File: config.mk
export PLATFORM = sky130hd
export DESIGN_NAME = input_debouncer
export DESIGN_NICKNAME = d
export VERILOG_FILES = /design/src/rtl/input_debouncer_pkg.sv /design/src/rtl/debounce_channel.sv /design/src/rtl/input_debouncer.sv
export SDC_FILE = /design/constraint.sdc
export NUM_CORES = 1
export LEC_CHECK = 0
export CAP_MARGIN = 40
export CORE_AREA = 2 2 80 82
export DETAILED_ROUTE_END_ITERATION = 16
export DIE_AREA = 0 0 82 84
export HOLD_SLACK_MARGIN = 0.03
export PLACE_DENSITY_LB_ADDON = 0.2
export SLEW_MARGIN = 20
export SYNTH_ARGS = -nofsm -noshare
export SYNTH_HDL_FRONTEND = slang
export SYNTH_SLANG_ARGS = --single-unit
File: constraint.sdc
create_clock -name clock -period 2.1 [get_ports clock]
set_input_delay 0.42 -clock clock [delete_from_list [all_inputs] [get_ports clock]]
set_output_delay 0.42 -clock clock [all_outputs]
set_load 0.005 [all_outputs]
File: src/rtl/input_debouncer_pkg.sv
// input_debouncer_pkg: default constants and counter sizing shared by the debouncer.
package input_debouncer_pkg;
  localparam int STABLE_CYCLES_DEFAULT = 120000;
  localparam int SYNC_STAGES_DEFAULT = 2;
  function automatic int cnt_width(input int stable_cycles);
    return $clog2(stable_cycles + 1);
  endfunction
endpackage

File: src/rtl/debounce_channel.sv
// debounce_channel: one synchronized, counter-filtered input with optional edge pulses.
// Edge registers exist only when INPUT_DEBOUNCER_EDGE_DETECT_EN is defined.
module debounce_channel
  import input_debouncer_pkg::*;
#(
  parameter int STABLE_CYCLES = STABLE_CYCLES_DEFAULT,
  parameter int SYNC_STAGES = SYNC_STAGES_DEFAULT,
  parameter logic RESET_VALUE = 1'b0,
  parameter int CW = cnt_width(STABLE_CYCLES)
) (
  input  logic clock,
  input  logic reset,
  input  logic raw_in,
  output logic level_out,
  output logic rise_pulse,
  output logic fall_pulse
);
  localparam logic [CW-1:0] LAST = CW'(STABLE_CYCLES - 1);
  logic [SYNC_STAGES-1:0] sync_q, sync_d;
  logic [CW-1:0] cnt_q, cnt_d;
  logic state_q, state_d, match, done;
  always_comb begin
    sync_d = {sync_q[SYNC_STAGES-2:0], raw_in};
    match = sync_q[SYNC_STAGES-1] == state_q;
    done = cnt_q == LAST;
    state_d = (!match && done) ? ~state_q : state_q;
    cnt_d = (match || done) ? '0 : cnt_q + 1'b1;
  end
  always_ff @(posedge clock) begin
    if (reset) begin
      sync_q <= {SYNC_STAGES{RESET_VALUE}};
      cnt_q <= '0;
      state_q <= RESET_VALUE;
    end else begin
      sync_q <= sync_d;
      cnt_q <= cnt_d;
      state_q <= state_d;
    end
  end
  assign level_out = state_q;
`ifdef INPUT_DEBOUNCER_EDGE_DETECT_EN
  logic rise_q, rise_d, fall_q, fall_d;
  always_comb begin
    rise_d = state_d & ~state_q;
    fall_d = ~state_d & state_q;
  end
  always_ff @(posedge clock) begin
    if (reset) begin
      rise_q <= 1'b0;
      fall_q <= 1'b0;
    end else begin
      rise_q <= rise_d;
      fall_q <= fall_d;
    end
  end
  assign rise_pulse = rise_q;
  assign fall_pulse = fall_q;
`else
  assign rise_pulse = 1'b0;
  assign fall_pulse = 1'b0;
`endif
endmodule

File: src/rtl/input_debouncer.sv
// input_debouncer: NUM_INPUTS independent debounce channels plus a combined change flag.
// Edge outputs are live only when INPUT_DEBOUNCER_EDGE_DETECT_EN is defined.
module input_debouncer
  import input_debouncer_pkg::*;
#(
  parameter int NUM_INPUTS = 2,
  parameter int STABLE_CYCLES = STABLE_CYCLES_DEFAULT,
  parameter int SYNC_STAGES = SYNC_STAGES_DEFAULT,
  parameter logic [NUM_INPUTS-1:0] RESET_VALUE = '0
) (
  input  logic                  clock,
  input  logic                  reset,
  input  logic [NUM_INPUTS-1:0] raw_in,
  output logic [NUM_INPUTS-1:0] level_out,
  output logic [NUM_INPUTS-1:0] rise_pulse,
  output logic [NUM_INPUTS-1:0] fall_pulse,
  output logic                  any_change
);
  for (genvar i = 0; i < NUM_INPUTS; i++) begin : g_ch
    debounce_channel #(
      .STABLE_CYCLES(STABLE_CYCLES),
      .SYNC_STAGES(SYNC_STAGES),
      .RESET_VALUE(RESET_VALUE[i])
    ) u_ch (
      .clock(clock),
      .reset(reset),
      .raw_in(raw_in[i]),
      .level_out(level_out[i]),
      .rise_pulse(rise_pulse[i]),
      .fall_pulse(fall_pulse[i])
    );
  end
  assign any_change = |{rise_pulse, fall_pulse};
endmodule

# Word-level counts from Yosys, hierarchy flattened
# Cells that the tools add are included.
word_totals:
  wordCells: 22
  regBits: 40
  in_bits: 4
  out_inout_bits: 7
op_classes:
  n_reduce_logical: 8
  eq_ne: 4
  bitwise_logic: 2
  add_sub_neg: 2
ops:
  columns: ["cell", "count"]
  rows:
  - ["17-bit by 1-bit adder with 17-bit output, second input constant", 2]
  - ["17-bit == test, second input constant", 2]
  - ["2-bit OR reduction", 2]
  - ["1-bit == test", 2]
  - ["1-bit logical AND", 2]
  - ["1-bit logical NOT", 2]
  - ["1-bit logical OR", 2]
  - ["1-bit inverter", 2]

# Depth between registers and ports, before layout
depth:
  ltp_word: 3
  depth_mapped: 7
  mapped_depth_nobuf: 5

# Modules after synthesis
# Synthesis repeated with hierarchy kept, for this count alone.
unflattened:
  hier_cells: 199
  area_unflattened_um2: 1801.7
by_module_without_submodules:
  columns: ["mod", "seq_area_each_um2", "area_each_um2", "n_inst", "cells_per_inst"]
  rows:
  - ["debounce_channel at g_ch[1].u_ch", 400.4, 900.9, 1, 100]
  - ["debounce_channel at g_ch[0].u_ch", 400.4, 893.4, 1, 98]
  - ["input_debouncer", 0.0, 7.5, 1, 1]

# Worst setup path before layout
# Ideal clock, no wire load.
synth_timing:
  path_type: "reg-to-reg"
  startpoint: "register g_ch[1].u_ch.cnt_q[0]"
  endpoint: "register g_ch[1].u_ch.cnt_q[12]"
  slack_ns: 0.414
  required_ns: 1.983
  period_less_slack_ns: 1.686
  setup_ns: 0.117
  path_stages_with_launch: 7
  t_arrival_ns: 1.569
  path_buffers: 1
  path_cell_list: "dfxtp_1 ha_1 nand3_1 or2_1 o21ai_2 buf_2 nor2_1"
synth_via:
  elab_chain_len: 3
  elab_cells_between_ends: 4
  classes_between: "add/sub: 1; eq/ne: 1; reduce/logical: 2"
synth_rtl:
  columns: ["element", "line", "rtl"]
  rows:
  - ["from (decl)", "debounce_channel.sv:20", "logic [CW-1:0] cnt_q, cnt_d;"]
  - ["from (signal assigned)", "debounce_channel.sv:36", "cnt_q <= cnt_d;"]
  - ["parallel branches: the longest is 3 deep, another holds 17-bit by 1-bit adder with 17-bit output", null, null]
# Parallel ways; which one is timed is not known.
# A chain may end at the register's enable or synchronous reset.

# Worst setup path after layout
layout_timing:
  startpoint: "register g_ch[1].u_ch.cnt_q[0]"
  endpoint: "register g_ch[1].u_ch.cnt_q[3]"
# The elaborated chain is that of the path after synthesis.

==> results by group <==
Outcome
  – Run status: finished, final reports clean

Yosys
  – Post-synth top area cell: dfxtp_1
  – Synth area leaders: dfxtp_1, xnor2_1, nor2_1
  – Post-Synth Simple-Gate Area: 28.9%
  – Mapped cell area: 1750 sq um
  – Synth Area in Adders: under 10%
  – Xor and xnor fraction of the mapped netlist area: 15.0%
  – Post-synth top area share: 45.7%
  – Post-synth EDFFs: 0
  – Seq/Total Area, Yosys: a little under half
  – Unique masters post-synth: 28
  – Post-synthesis async set-or-reset flop share: 0%
  – Yosys reg bits: 40
  – Mux contribution to synthesized area: less than 1%
  – Most used DFF post-synth: dfxtp_1
  – Avg Cell Area, Syn: 8.89 sq um
  – Gate Count Post-Synth: 197
  – Compound-Gate Fraction of Synth Area: ~2.4%
  – Largest family of logic cells by synthesized area: simple AND/OR/NAND/NOR gates
  – YS warnings: 0

Timing
  – FMAX: 559 MHz
  – Max Transition Viols Final: 0
  – Final worst-path cycle share: 85.1%
  – Slew HR: 52.0%
  – Hold Slack: approximately 0.45 ns
  – Slew @ Worst Pin: around 0.72 ns
  – Minimum clock period: between 1.5 and 2 ns
  – Setup violations, final: 0
  – Clock skew: 0.0106 ns
  – RSZ-0062 raised after global routing: false
  – Total negative slack: 0 ns
  – Hold Fails Final Rpt: 0
  – Final WS setup: 0.312 ns

Critical path
  – Worst EP required: 2.25 ns
  – Delay-heaviest family, CP: compound AO/OA/AOI/OAI gates
  – FF-to-FF Start: g_ch[1].u_ch.cnt_q[0]$_SDFF_PP0_
  – Critical Path Sink Type: flop
  – Reg2Reg Setup Slack: around 0.31 ns
  – Crit path launch type: flop
  – FF-to-FF path depth: 5
  – Reg2reg end: g_ch[1].u_ch.cnt_q[3]$_SDFF_PP0_
  – Slowest stage delay, CP: 0.60 ns
  – Worst Path Arrival: 1.94 ns
  – Setup Crit Path Kind: flop to flop
  – CP Buf/Inv Count: 0
  – Crit-path slowest cell: o21ai_2
  – Crit Path Max Fanout: 17
  – CP cell instances: ha_1, nand3_1, or2_1, o21ai_2, nor2_1

Pwr
  – P_leak: 0.534 nW
  – Final Power: between 1 and 1.5 mW
  – Worst vdd ir: 0.000295 V
  – Pwr per Cell Area: 653 nW/um^2

Drt
  – DRT Pass-1 Iters: 4
  – Routed len/inst: ~11 um
  – Remaining DRCs: 0
  – Post-DRT Antenna Nets: 0
  – Via/cell ratio: ~4.5
  – Final WL: 3.08 mm
  – Via count: 1,295
  – DRT iter0 DRCs: 39

Global route
  – Initial antenna violation count: 0
  – Number of global-route vias before repair: 1,216
  – First-pass GRT wire length: 5.49 mm
  – GRT Total Usage: around 10%
  – Largest net degree at the start of global routing: 18
  – Final global-route overflow total: 0

Flow run
  – Maxcap violations: 0

Die
  – Full die area: 6890 sq um
  – Initial Utilization: about 29%
  – Ports: 11
  – CORE AREA: 6100 sq um
  – FP Rows: 29
  – Chip width: about 82 um
  – Die height: between 80 and 90 um

Clock tree
  – Clock latency on the worst-skew pair: around 0.29 ns
  – Worst-path clk slew: 0.08 ns
  – H-tree Lvls: 2
  – CTS buffer count: 5
  – Resize count post-CTS: 0
  – Clock sinks: 40
  – TritonCTS clock tree: yes
  – Clock root buffer: clkbuf_8
  – Setup bufs post-CTS: 0
  – Hold buffers post-CTS: 0
  – Max Root-Sink Buffers: 2

Final layout
  – Area Growth Syn to Fin: 12.1%
  – Diode count: 0
  – Layout cells sized above 1: 7.69%
  – Commonest cells after routing, fill and taps aside: dfxtp_1, nor2_1, xnor2_1
  – Fin nets: 214
  – Most common cell after layout, fill and taps aside: dfxtp_1

Placement
  – # port buffers: 5
  – Setup WS pre-CTS: approximately 0.28 ns
  – Final HPWL from detailed placement: 2.08 mm
  – Final GP Congestion: 0.667

Min path
  – WHS Path Cells: 1
  – Hold EP: g_ch[0].u_ch.cnt_q[0]$_SDFF_PP0_
  – Hold/Removal Path Class: flop to flop
  – Worst Hold Launch: g_ch[0].u_ch.cnt_q[0]$_SDFF_PP0_
[synth_stat cells (all sizes together) (2+ instances only)]
master,count
dfxtp,40
nor4,10
nand4,10
nand3,10
xnor2,26
nor2,38
xor2,4
inv,9
or3,3
buf,10
a21oi,3
o21ai,3
nand4bb,2
nand2,7
nor3,8
nor2b,4
ha,2
[worst reg2reg max path, stage by stage (launching register included)]
cell	delay, ns
dfxtp_1	0.37
ha_1	0.20
nand3_1	0.10
or2_1	0.27
o21ai_2	0.60
nor2_1	0.11
[cell families (layout without fill, tap and decap cells)]
logic type | count (synthesis) | after routing
compound gates | 7 | 7
simple gates | 97 | 97
fa+ha+maj | 2 | 2
buf+inv | 19 | 26
flops | 40 | 40
other cells | 1 | 5
mux | 1 | 1
xor+xnor | 30 | 30
[metrics by stage]
stage / std cells / instance area [sq um] / util [%]
finish: 285 / 1960 / 32.2
CTS: 285 / 1960 / 32.2
detailed placement: 278 / 1880 / 30.9
global placement: 278 / 1880 / 30.9
floorplan: 201 / 1770 / -
global route: 285 / 1960 / 32.2
[power by group]
part	total (mW)	internal, mW	switching, mW
combinational	0.0227	0.0108	0.0119
sequential	0.765	0.763	0.00225
clock	0.494	0.225	0.269
[routing by layer]
| metal | GRT usage, % | up-vias | part of all wire (%) |
|---|---|---|---|
| met5 | 0 | - | 0 |
| met4 | 2.27 | 0 | 0.39 |
| met3 | 4.55 | 2 | 3.0 |
| met2 | 15.9 | 16 | 47 |
| met1 | 13.0 | 603 | 50 |
| li1 | - | 674 | - |
[how the worst max path moves through the flow]
stage / from / end / slack, ns / depth (start not counted)
3_5_place_dp: g_ch[1].u_ch.cnt_q[0]$_SDFF_PP0_ / g_ch[1].u_ch.cnt_q[8]$_SDFF_PP0_ / 0.28 / 5
4_1_cts: g_ch[1].u_ch.cnt_q[0]$_SDFF_PP0_ / g_ch[1].u_ch.cnt_q[3]$_SDFF_PP0_ / 0.28 / 5
2_1_floorplan: g_ch[1].u_ch.cnt_q[0]$_SDFF_PP0_ / g_ch[1].u_ch.cnt_q[12]$_SDFF_PP0_ / 0.41 / 6
6_report: g_ch[1].u_ch.cnt_q[0]$_SDFF_PP0_ / g_ch[1].u_ch.cnt_q[3]$_SDFF_PP0_ / 0.31 / 5
3_3_place_gp: g_ch[1].u_ch.cnt_q[0]$_SDFF_PP0_ / g_ch[1].u_ch.cnt_q[6]$_SDFF_PP0_ / 0.30 / 5
5_1_grt: g_ch[1].u_ch.cnt_q[0]$_SDFF_PP0_ / g_ch[1].u_ch.cnt_q[11]$_SDFF_PP0_ / 0.16 / 5
[final cells by class]
| type | instances | area [sq um] |
|---|---|---|
| Multi-Input combinational cell | 142 | 865 |
| Clock buffer | 5 | 68.8 |
| Tap cell | 77 | 96.3 |
| Timing Repair Buffer | 10 | 87.6 |
| Sequential cell | 40 | 801 |
| Fill cell | 663 | 4130 |
| Inverter | 9 | 33.8 |
| Clock inverter | 2 | 12.5 |
[flip-flops by register name, indices dropped and copies added (netlist names)]
name,count
g_ch.u_ch.cnt_q,34
g_ch.u_ch.level_out,2
g_ch.u_ch.sync_q,4
No activity file was read; power rests on OpenSTA's default activity.
==> RTL change 1 (config.mk and constraints unchanged) <==
The option `INPUT_DEBOUNCER_EDGE_DETECT_EN` is turned on by a define.
--- a/src/rtl/debounce_channel.sv
+++ b/src/rtl/debounce_channel.sv
@@ -1,4 +1,6 @@
 // debounce_channel: one synchronized, counter-filtered input with optional edge pulses.
 // Edge registers exist only when INPUT_DEBOUNCER_EDGE_DETECT_EN is defined.
+`define INPUT_DEBOUNCER_EDGE_DETECT_EN
+
 module debounce_channel
   import input_debouncer_pkg::*;
Formal check against the unedited RTL: no difference found for any inputs over 10 cycles, from zero or initial values and one cycle with reset high; that may be too few to reach the edited logic, so the function may still have changed.
==> RTL change 1 against the unedited design <==
Critical path type is now flip-flop to output pin. Combinational power increased by 4%. Design area increased by 8.0%. Wire length increased by 8.4%. Maximum frequency fell by 10%. Sequential cell count increased by 4. First-iteration DRC count grew 13%. Total power increased by 10%. Worst hold slack better by 1.1 ps. Synthesized area increased by 7.6%. Worst setup slack worse by 200 ps. Sequential share of layout area grew 0.77 points. Via count increased by 3.7%. Critical endpoint is now any_change. Core utilization up 2.6 points.
==> RTL change 1: results (changes against the unedited design) <==
M1 WL: 1760 um (+15%)
Post-synth top cells: dfxtp_1 (44), nor2_1 (29), xor2_1 (15), nand4_1 (14)
Arrival @ worst endpoint: 1570 ps (-370 ps)
Reg power frac: 59.4% (-0.3 points)
Total track usage: 10.8% (+0.56 points)
Vias in the first global route: 1258 (+3.5%)
Net Sw Frac: 21.3% (-0.81 points)
Static Leakage: 0.000667 uW (+25%)
WL/cell: 11.4 um (+5.1%)
RePlAce Congestion: 0.718 (+7.7%)
Dpl cells: 286 (+2.9%)
Clock power share: 38.9% (+0.3 points)
Crit path to: any_change
Top cells by area, synth: dfxtp_1 (47%), xor2_1 (7.0%), nor2_1 (5.8%)
Slowest stage delay, CP: 510 ps (-90 ps)
IO Port Bufs: 10 (+5)
Met3 routed wirelength: 121 um (+33%)
F_max: 504 MHz (-10%)
Reg-to-reg slack, setup: 380 ps (+70 ps)
Nets@finish: 222 (+3.7%)
Slew margin rel.: 74.4% (+22 points)
Pre-CTS setup slack: 350 ps (+67.2 ps)
Worst-path fanout max: 2 (-15)
Seq group: 841 uW (+9.9%)
Met2 usage: 16.0% (+0.074 points)
RR Endpoint: g_ch[1].u_ch.cnt_q[5]$_SDFF_PP0_
First-pass GRT wire length: 5830 um (+6.3%)
Worst path top cell family by delay: simple AND/OR/NAND/NOR gates
Clock skew: 6.09 ps (-4.49 ps)
Area after DPL: 0.00203 mm^2 (+7.7%)
Final HPWL DP: 2270 um (+9.4%)
Post-synthesis cell count: 209 (+6.1%)
Sequential area share after synthesis: 46.7% (+1.0 points)
Routed length on met2: 1390 um (-3.8%)
Yosys cell types: 33 (+18%)
Hold WS: 446 ps (+1.15 ps)
Outcome: finished clean
-- RTL change 1: changes by cell type in the layout (fill, tap and decap cells not counted), sizes merged, moves of 4 or more --
cell and change:
a21oi +4, and3 +5, and4 +4, clkdlybuf4s50 +5
conb -5, dfxtp +4, inv -7, nand2b +6
nand4 +4, nor2 -9, nor4 -5, o21ai +4
xnor2 -16, xor2 +11
-- RTL change 1: cell families after synthesis --
family | count (synthesis) | share of synthesized area (%)
adders and majority gates | 2 | 1.33
muxes | 1 | 0.531
xor gates and xnor gates | 25 | 11.6
and+or+nand+nor | 106 | 30.8
buffers and inverters | 15 | 4.45
DFF | 44 | 46.7
AOI/OAI and AO/OA | 16 | 4.58
-- RTL change 1: cell type report --
type	count	area [um^2]
Clock buffer	6	82.6
Inverter	2	7.51
Sequential cell	44	881
Timing Repair Buffer	13	123
Multi-Input combinational cell	150	921
Tap cell	77	96.3
Fill cell	630	3980
Clock inverter	2	10.0
==> RTL change 2 (same flow settings) <==
Without the edit above. Put a register stage on the output `level_out`. The value now appears one clock later. The other outputs are not delayed to match.
--- a/src/rtl/input_debouncer.sv
+++ b/src/rtl/input_debouncer.sv
@@ -17,4 +17,6 @@
   output logic                  any_change
 );
+
+  logic [NUM_INPUTS-1:0] level_d;
   for (genvar i = 0; i < NUM_INPUTS; i++) begin : g_ch
     debounce_channel #(
@@ -26,5 +28,5 @@
       .reset(reset),
       .raw_in(raw_in[i]),
-      .level_out(level_out[i]),
+      .level_out(level_d[i]),
       .rise_pulse(rise_pulse[i]),
       .fall_pulse(fall_pulse[i])
@@ -32,4 +34,8 @@
   end
   assign any_change = |{rise_pulse, fall_pulse};
+  always_ff @(posedge clock) begin
+      level_out <= level_d;
+  end
+
 endmodule
 
Behaviour: same outputs for any inputs over 10 cycles, from zero or initial values and one cycle with reset high; that may be too few to reach the edited logic, so the function may still have changed.
==> RTL change 2 against the unedited design <==
Sequential power up 5.0%. Sequential cell count up 2. Worst setup slack better by 16 ps. Total power up 15%. Wire length down 1.7%. Largest cell class unchanged. Synthesized area up 3.1%. Design area up 4.3%. Largest power group unchanged. First-iteration DRC count up 18%. Core utilization up 1.4 points.
==> RTL change 2: results (changes against the unedited design) <==
M1 WL: 1530 um (about the same)
Nets@finish: 216 (+0.93%)
Initial DRC Count: 46 (+18%)
RePlAce Congestion: 0.754 (+13%)
Sequential cell area share: 41.0% (+0.26 points)
Post-synth top cells: dfxtp_1 (42), nor2_1 (38), xnor2_1 (24), nor4_1 (13), nand4_1 (12)
Area after DPL: 0.00194 mm^2 (+2.9%)
Internal: 1170 uW (+17%)
Slowest cell on crit path: or4_1
Final HPWL DP: 2090 um (+0.61%)
Met2 usage: 16.3% (+0.37 points)
Inverters: 7 (-2)
Slowest stage delay, CP: 560 ps (-40 ps)
Clock skew: 9.49 ps (-1.08 ps)
Hold WS: 386 ps (-58.9 ps)
Seq group: 803 uW (+5.0%)
Total track usage: 10.0% (-0.20 points)
Static Leakage: 0.000620 uW (+16%)
Worst-path fanout max: 9 (-8)
Outcome: finished clean
Met3 global-route usage: 3.25% (-1.3 points)
Via density: 4.49 (-1.3%)
Clock-cell share: 5.49% (+1.4 points)
Routed length on met2: 1400 um (-3.3%)
CTS Sinks: 42 (+5.0%)
Met3 routed wirelength: 87 um (-4.4%)
Top cells by area, synth: dfxtp_1 (47%), xnor2_1 (12%), nor2_1 (7.9%)
WL/cell: 10.5 um (-2.7%)
Fill cells: 647 (-2.4%)
Multi-Input Combinational: 144 (+1.4%)
Non-clock buffer share: 4.88% (+0.43 points)
Area of the multi-input gates: 873 um^2 (+1.0%)
Worst vdd ir: 0.375 mV (+27%)
Gate power share: 1.6% (-0.2 points)
Worst path top cell family by delay: simple AND/OR/NAND/NOR gates
Yosys cell types: 29 (+3.6%)
RTL change 2: changes by cell type after synthesis, moves of 2 or more:
cell	delta
nand4_1	+2
buf_2	-2
xnor2_1	-2
or3_1	-2
dfxtp_1	+2
inv_1	-2
nand2_1	+2
a21oi_1	-2
nor4_1	+3
o21ai_0	-2
xor2_1	+4
RTL change 2: worst reg2reg max path: stages (launching register included):
cell     delay, ps
dfxtp_1        360
or4_1          560
nor4_2         350
or3_1          180
buf_4          170
nor2_1          50
RTL change 2: cells by family (layout without fill, tap and decap cells):
logic type	count (synthesis)	in the layout	synth area share, %
flip-flops	42	42	46.5
AND/OR/NAND/NOR	101	101	28.6
other	1	5	0.208
XOR/XNOR	32	32	15.5
buffers and inverters	16	25	5.96
adder cells (fa/ha/maj)	2	2	1.38
multiplexers	1	1	0.554
AO/OA/AOI/OAI	3	3	1.25
RTL change 2: worst paths after layout:
check                                      start  cells past startpoint                                end
max            g_ch[0].u_ch.cnt_q[11]$_SDFF_PP0_                      5  g_ch[0].u_ch.cnt_q[12]$_SDFF_PP0_
min          g_ch[1].u_ch.level_out$_SDFFE_PP0P_                      0               level_out[1]$_DFF_P_
max reg2reg    g_ch[0].u_ch.cnt_q[11]$_SDFF_PP0_                      5  g_ch[0].u_ch.cnt_q[12]$_SDFF_PP0_
min reg2reg  g_ch[1].u_ch.level_out$_SDFFE_PP0P_                      0               level_out[1]$_DFF_P_
RTL change 2: stage by stage:
stage / utilization (%) / worst slack, ps / cells
floorplan: - / 390 / 202
global placement: 31.8 / 315 / 280
detailed placement: 31.8 / 328 / 280
CTS: 33.6 / 302 / 288
global route: 33.6 / 164 / 288
finish: 33.6 / 328 / 288
